$ cat src/rtl/mem_rd_ctrl_if.sv
// Request/response bundle between a load requester, mem_rd_ctrl and a word-wide memory.
// Signal names match the original flat port list so the integration keeps the same meaning.
interface mem_rd_ctrl_if;
    logic        start;
    logic [15:0] addr;
    logic        byte_ld;
    logic        sign_ext;
    logic        mem_ack;
    logic [15:0] mem_data;
    logic        mem_req;
    logic [14:0] mem_addr;
    logic        busy;
    logic        done;
    logic        err;
    logic [15:0] rdata;

    modport slave (
        input  start, addr, byte_ld, sign_ext, mem_ack, mem_data,
        output mem_req, mem_addr, busy, done, err, rdata
    );

    modport master (
        output start, addr, byte_ld, sign_ext, mem_ack, mem_data,
        input  mem_req, mem_addr, busy, done, err, rdata
    );
endinterface

$ cat src/rtl/mem_rd_ctrl.sv
// Single-outstanding load controller: issues a word read and formats the halfword or byte result.
// All outputs are registered; a missing acknowledge aborts the load after TIMEOUT request cycles.
module mem_rd_ctrl #(
    parameter int unsigned TIMEOUT = 8
) (
    input  logic          clk,
    input  logic          rst,
    mem_rd_ctrl_if.slave  bus
);
    typedef enum logic [1:0] {IDLE, REQ, DONE, ERR} state_e;

    localparam logic [3:0] CNT_LAST = 4'(TIMEOUT - 1);

    state_e      state_q;
    logic [3:0]  cnt_q;
    logic        a0_q;
    logic        byte_q;
    logic        sext_q;
    logic        mem_req_q;
    logic [14:0] mem_addr_q;
    logic        busy_q;
    logic        done_q;
    logic        err_q;
    logic [15:0] rdata_q;
    logic [15:0] rdata_d;
    logic [7:0]  sel_byte;

    // Lane select and extension use the attributes latched at start, not the live inputs.
    always_comb begin
        sel_byte = a0_q ? bus.mem_data[15:8] : bus.mem_data[7:0];
        rdata_d  = bus.mem_data;
        if (byte_q) begin
            rdata_d = {{8{sext_q & sel_byte[7]}}, sel_byte};
        end
    end

    always_ff @(posedge clk or negedge rst) begin
        if (!rst) begin
            state_q    <= IDLE;
            cnt_q      <= '0;
            a0_q       <= 1'b0;
            byte_q     <= 1'b0;
            sext_q     <= 1'b0;
            mem_req_q  <= 1'b0;
            mem_addr_q <= '0;
            busy_q     <= 1'b0;
            done_q     <= 1'b0;
            err_q      <= 1'b0;
            rdata_q    <= '0;
        end else begin
            done_q <= 1'b0;
            err_q  <= 1'b0;
            case (state_q)
                IDLE: begin
                    if (bus.start) begin
                        state_q    <= REQ;
                        a0_q       <= bus.addr[0];
                        byte_q     <= bus.byte_ld;
                        sext_q     <= bus.sign_ext;
                        mem_addr_q <= bus.addr[15:1];
                        cnt_q      <= '0;
                        mem_req_q  <= 1'b1;
                        busy_q     <= 1'b1;
                    end
                end
                REQ: begin
                    // Acknowledge is tested first so it wins on the final timeout cycle.
                    if (bus.mem_ack) begin
                        state_q   <= DONE;
                        rdata_q   <= rdata_d;
                        mem_req_q <= 1'b0;
                        done_q    <= 1'b1;
                    end else if (cnt_q == CNT_LAST) begin
                        state_q   <= ERR;
                        mem_req_q <= 1'b0;
                        err_q     <= 1'b1;
                    end else begin
                        cnt_q <= cnt_q + 4'd1;
                    end
                end
                DONE, ERR: begin
                    state_q <= IDLE;
                    busy_q  <= 1'b0;
                end
                default: begin
                    state_q   <= IDLE;
                    mem_req_q <= 1'b0;
                    busy_q    <= 1'b0;
                end
            endcase
        end
    end

    assign bus.mem_req  = mem_req_q;
    assign bus.mem_addr = mem_addr_q;
    assign bus.busy     = busy_q;
    assign bus.done     = done_q;
    assign bus.err      = err_q;
    assign bus.rdata    = rdata_q;
endmodule

$ cat src/flat_wrapper.sv
// flat-port wrapper written by rule: the top's interface ports become plain ports
module mem_rd_ctrl_flat 
#(
    parameter int unsigned TIMEOUT = 8
)
  (clk, rst, bus_start, bus_addr, bus_byte_ld, bus_sign_ext, bus_mem_ack, bus_mem_data, bus_mem_req, bus_mem_addr, bus_busy, bus_done, bus_err, bus_rdata);
  mem_rd_ctrl_if bus_i ();
  input  logic clk;
  input  logic rst;
  input wire logic [$bits(bus_i.start)-1:0] bus_start;
  input wire logic [$bits(bus_i.addr)-1:0] bus_addr;
  input wire logic [$bits(bus_i.byte_ld)-1:0] bus_byte_ld;
  input wire logic [$bits(bus_i.sign_ext)-1:0] bus_sign_ext;
  input wire logic [$bits(bus_i.mem_ack)-1:0] bus_mem_ack;
  input wire logic [$bits(bus_i.mem_data)-1:0] bus_mem_data;
  output wire logic [$bits(bus_i.mem_req)-1:0] bus_mem_req;
  output wire logic [$bits(bus_i.mem_addr)-1:0] bus_mem_addr;
  output wire logic [$bits(bus_i.busy)-1:0] bus_busy;
  output wire logic [$bits(bus_i.done)-1:0] bus_done;
  output wire logic [$bits(bus_i.err)-1:0] bus_err;
  output wire logic [$bits(bus_i.rdata)-1:0] bus_rdata;
  assign bus_i.start = bus_start;
  assign bus_i.addr = bus_addr;
  assign bus_i.byte_ld = bus_byte_ld;
  assign bus_i.sign_ext = bus_sign_ext;
  assign bus_i.mem_ack = bus_mem_ack;
  assign bus_i.mem_data = bus_mem_data;
  assign bus_mem_req = bus_i.mem_req;
  assign bus_mem_addr = bus_i.mem_addr;
  assign bus_busy = bus_i.busy;
  assign bus_done = bus_i.done;
  assign bus_err = bus_i.err;
  assign bus_rdata = bus_i.rdata;
  mem_rd_ctrl #(.TIMEOUT(TIMEOUT)) u_core (.clk(clk), .rst(rst), .bus(bus_i));
endmodule
$ cat config.mk
export PLATFORM = sky130hd
export DESIGN_NAME = mem_rd_ctrl_flat
export DESIGN_NICKNAME = d
export VERILOG_FILES = /design/src/rtl/mem_rd_ctrl_if.sv /design/src/rtl/mem_rd_ctrl.sv /design/src/flat_wrapper.sv
export SDC_FILE = /design/constraint.sdc
export NUM_CORES = 1
export LEC_CHECK = 0
export ABC_CLOCK_PERIOD_IN_PS = 2200
export CAP_MARGIN = 5
export CORE_ASPECT_RATIO = 0.7
export CORE_MARGIN = 1
export CORE_UTILIZATION = 40
export CTS_CLUSTER_DIAMETER = 50
export CTS_CLUSTER_SIZE = 24
export DETAILED_ROUTE_END_ITERATION = 10
export PLACE_DENSITY = 0.73
export SYNTH_ARGS = -nofsm -noshare
export SYNTH_HDL_FRONTEND = slang
export SYNTH_SLANG_ARGS = --single-unit
$ cat constraint.sdc
create_clock -name clk -period 2.2 [get_ports clk]
set_clock_uncertainty 0.2 [all_clocks]
set_input_delay 0.33 -clock clk [delete_from_list [all_inputs] [get_ports clk]]
set_output_delay 0.33 -clock clk [all_outputs]
set_load 0.1 [all_outputs]
== Word-level counts from Yosys, hierarchy flattened ==
Index checks and enable logic that the tools add are counted.
Widths: inputs -> output; s select.
Cells by class
  mux-type cells: 20
  reduce and logical (&&, ||, !) cells: 10
  add/sub/neg operators: 1
  equal/unequal tests: 8
  bitwise operators: 1
Operators with widths (count)
  $mux 16: 1
  $mux 4: 3
  $mux 1: 8
  $mux 8: 1
  $pmux 4 s2: 1
  $reduce_and 2->1: 4
  $mux 2: 3
  $ne 2x2->1 const B: 3
  $pmux 2 s3: 1
  $add 4x1->4 const B: 1
  $eq 2x2->1 const B: 2
  $eq 4x3->1 const B: 1
  $pmux 1 s2: 2
  $reduce_and 4->1: 1
  $reduce_bool 2->1: 2
  $ne 3x2->1 const B: 1
  $reduce_and 3->1: 1
  $eq 2x1->1 const B: 1
  $logic_not 2->1: 1
  $reduce_or 2->1: 1
  $and 1x1->1: 1
Storage, ports and cells
  register bits: 44
  output and inout bits: 35

== Logic depth before layout (Yosys ltp) ==
  depth after elaboration: 4
  depth in mapped cells: 5

== Least setup slack after synthesis ==
No wires, ideal clock.
  path type: flip-flop to flip-flop
  start point: reg u_core.bus.mem_req (netlist name)
  end point: reg u_core.mem_req_q (netlist: u_core.bus.mem_req)
  stages on the path, launching flop included: 3
  path buffers: 0
  arrival: 1.298 ns
  path slack: 0.578 ns
  data required time: 1.876 ns
  path through: dfrtp_1 and2b_1 a211o_1
RTL lines
  end signal: assignment: RTL line mem_rd_ctrl.sv:44  | mem_req_q <= 1'b0;
  end signal: assignment: RTL line mem_rd_ctrl.sv:62  | mem_req_q <= 1'b1;
  end signal: assignment: RTL line mem_rd_ctrl.sv:71  | mem_req_q <= 1'b0;
  end: declaration: RTL line mem_rd_ctrl.sv:19  | logic mem_req_q;

== Worst setup path in the final report ==
  start point: reg u_core.cnt_q[0]
  end point: reg u_core.cnt_q[0]
Between the ends
  longest elaborated chain between the ends: 4
Ends and longest elaborated chain
  start: declaration: RTL line mem_rd_ctrl.sv:15  | logic [3:0] cnt_q;
  start signal: assignment: RTL line mem_rd_ctrl.sv:78  | cnt_q <= cnt_q + 4'd1;
  $add 4x1->4: RTL line mem_rd_ctrl.sv:78
  $mux 4: RTL line mem_rd_ctrl.sv:73  | end else if (cnt_q == CNT_LAST) begin
  $mux 4: RTL line mem_rd_ctrl.sv:68  | if (bus.mem_ack) begin
  $pmux 4 s2: RTL line mem_rd_ctrl.sv:53  | case (state_q)
Several ways; a longest one is shown, not always the timed one. The select of a mux whose other input is x is not followed.
A chain may end at the register's enable or synchronous reset.

==> key figures <==
Timing
  • Maximum clock rate: roughly 590 MHz
  • RSZ-0062 raised after global routing: false
  • Final period utilization: between 70% and 80%
  • Final Hold Viols: 0
  • Total Neg Setup Slack: 0 ps
  • Slew Limit Fails: 0
  • Finish-stage setup viols: 0
  • Worst Tran Pin Value: roughly 510 ps
  • Minimum clock period: between 1500 and 2000 ps
  • Rel. slew slack: between 60% and 70%
  • Final worst slack: a little over 500 ps

Setup path
  • Crit path cell chain: ha_1, and3b_1, a221oi_1, mux2i_1
  • Critical path arrival: 1640 ps
  • Buf/Inv on CP: 0
  • Critical Path Source Type: flop
  • CP startpoint: u_core.cnt_q[0]$_DFFE_PN0P_
  • Max FO, Critical Path: 4
  • Critical path endpoint category: flop
  • Crit path max-delay family: flip-flops
  • Req. time, crit path: 2160 ps
  • CP max-delay cell: dfrtp_1
  • Crit Path Class: flop to flop
  • R2r startpoint: u_core.cnt_q[0]$_DFFE_PN0P_
  • Slowest stage delay, CP: around 410 ps

Finish
  • Fin area: roughly 0.0027 sq mm
  • Synth-to-layout area growth: 40.3%
  • # diodes: 0
  • Nets: 270
  • Non-Filler Instances: approximately 290
  • Share of post-route cells with drive strength above 1: just under 30%

CTS
  • Setup Buffers After CTS: 0
  • Clk slew on worst S/H paths: around 80 ps
  • Num CTS Buffers: 5
  • Clock sinks: 44
  • Later-pin clock latency in the skew report: ~290 ps
  • CTS Root Buffer Type: clkbuf_8
  • CTS H-tree depth: 2
  • CTS tree: built
  • Clock buffer depth: 2

Detailed routing
  • First-pass iteration count of the detailed router: 4
  • DR vias: around 1400
  • Number of DRC markers in iteration 0: 28
  • Vias/cell: 4.84
  • WL per Instance: ~14 um
  • Post-DRT Antenna Nets: 0
  • DR DRC count: 0
  • Total wire length: between 4000 and 5000 um

Placed design
  • Hpwl dp: between 3000 and 4000 um
  • Placed instance count: ~280
  • Placer Congestion: between 0.7 and 0.8
  • Area after DPL: around 0.0026 sq mm
  • Worst slack, placed: between 200 and 300 ps
  • Port bufs: 72

Logic synthesis
  • Syn_area_per_cell: between 10 and 15 sq um
  • Sequential-to-total area share from yosys stat: between 50% and 60%
  • Main flop type after synthesis: dfrtp_1
  • Cells after synthesis: around 150
  • Post-synth net total: 191
  • Ys async rst share: 100%
  • EDFF count, synth: 0
  • Synth unique cells: 33
  • Post-Syn Area: 0.00196 sq mm
  • Yosys Warn Count: 0
  • Synth Register Bits: 44

GRT
  • Tot GR Track Use: about 17%
  • Largest net degree at the start of global routing: 24
  • First-pass GRT wire length: between 6000 and 7000 um
  • Number of global-route vias before repair: between 1000 and 1500
  • Total gr overflow: 0
  • Initial antenna violation count: 0

Job
  • Max-cap viol count: 0

Floorplan
  • Die height: between 60 and 70 um
  • Die Wd: 85.6 um
  • Die Area: approximately 0.0052 sq mm
  • Row count: 20
  • Initial Utilization: 43.5%
  • I/O pin count: between 70 and 80
  • CORE AREA: ~0.0045 sq mm

Min path
  • HP Start: u_core.bus.rdata[7]$_DFFE_PN0P_
  • Worst min-delay path class: flop to flop

Status
  • Status: finished, final reports clean
==> worst reg2reg max path, stage by stage, from the launching register on <==
cell      delay, ps
dfrtp_1         410
ha_1            230
and3b_1         220
a221oi_1        370
mux2i_1         120
==> path summary, 6_finish.rpt <==
path	endpoint	slack [ps]	cells past startpoint
setup reg to reg	u_core.cnt_q[0]$_DFFE_PN0P_	520	4
hold reg to reg	u_core.bus.rdata[7]$_DFFE_PN0P_	290	2
min in group asynchronous	u_core.bus.busy$_DFFE_PN0P_	340	2
hold / removal	u_core.bus.rdata[7]$_DFFE_PN0P_	290	2
setup / recovery	u_core.cnt_q[0]$_DFFE_PN0P_	520	4
max in group asynchronous	u_core.bus.mem_addr[4]$_DFFE_PN0P_	960	3
==> repair_timing <==
item | CTS | global route
resized for setup | 0 | 0
hold buffers | 1 | 0
endpoints found under the hold margin | 21 | 0
==> cell families after synthesis <==
kind of cell | share of synthesized area (%)
flip-flops | 56.2
AND/OR/NAND/NOR | 12.4
multiplexers | 19.0
AO/OA/AOI/OAI | 7.99
buffers and inverters | 3.77
adder cells (fa/ha/maj) | 0.639
==> per-layer routing <==
metal	vias to the layer above	part of all wire (%)	track usage (%)
li1	689	-	-
met1	640	50	24.4
met2	55	41	24.9
met3	4	7.5	5.71
met4	0	0.97	7.14
met5	-	0	0
==> cells in the final DEF, fill, tap and decap left out, drive strengths merged <==
| cell type | synthesis | final |
|---|---|---|
| dlygate4sd3 | 0 | 1 |
| mux2 | 19 | 19 |
| o221ai | 1 | 1 |
| nor3b | 1 | 1 |
| nand2b | 12 | 12 |
| clkdlybuf4s50 | 0 | 36 |
| a2bb2oi | 1 | 1 |
| ha | 1 | 1 |
| a31oi | 8 | 8 |
| a21o | 1 | 1 |
| o21ai | 9 | 9 |
| nor2 | 10 | 10 |
| nand3b | 1 | 1 |
| inv | 6 | 6 |
| a21oi | 1 | 1 |
| mux2i | 9 | 9 |
| a211oi | 1 | 1 |
| dfrtp | 44 | 44 |
| and2b | 1 | 1 |
| clkbuf | 1 | 8 |
| nand3 | 4 | 4 |
| nand2 | 12 | 12 |
| and3b | 1 | 1 |
| buf | 4 | 40 |
| a211o | 1 | 1 |
| o22ai | 1 | 1 |
| a221oi | 1 | 1 |
| nor2b | 1 | 1 |
==> metrics by stage <==
step	utilization [%]	hold slack, ps
CTS	61.0	299
global route	61.0	330
detailed placement	58.8	137
global placement	58.8	129
finish	61.0	292
floorplan	-	-166
==> synthesized netlist by cell type, types with 4 or more instances <==
cell      number  area, sq um
nor2_1         9         33.8
mux2_4        18          270
nand2_1       12         45.0
nand3_1        4         20.0
a31oi_1        8         50.1
o21ai_0        9         45.0
nand2b_1      11         68.8
inv_1          5         18.8
mux2i_1        9         90.1
dfrtp_1       44         1100
==> state kept, by name, indices dropped and copies added, names as in the netlist <==
register / cells
u_core.byte_q: 1
u_core.state_q: 2
u_core.bus.mem_req: 1
u_core.bus.err: 1
u_core.bus.busy: 1
u_core.cnt_q: 4
u_core.bus.done: 1
u_core.bus.rdata: 16
u_core.bus.mem_addr: 15
u_core.a0_q: 1
u_core.sext_q: 1
==> cell type report <==
type	instances	area, sq um
clock buffers	8	90.1
fillers	378	1760
well taps	55	68.8
repair buffers	77	681
flip-flops and latches	44	1100
multi-input cells	97	783
inverters	6	22.5
Power is not shown: default switching activity piles up to over one toggle a cycle in this logic, so the estimate is an artifact.
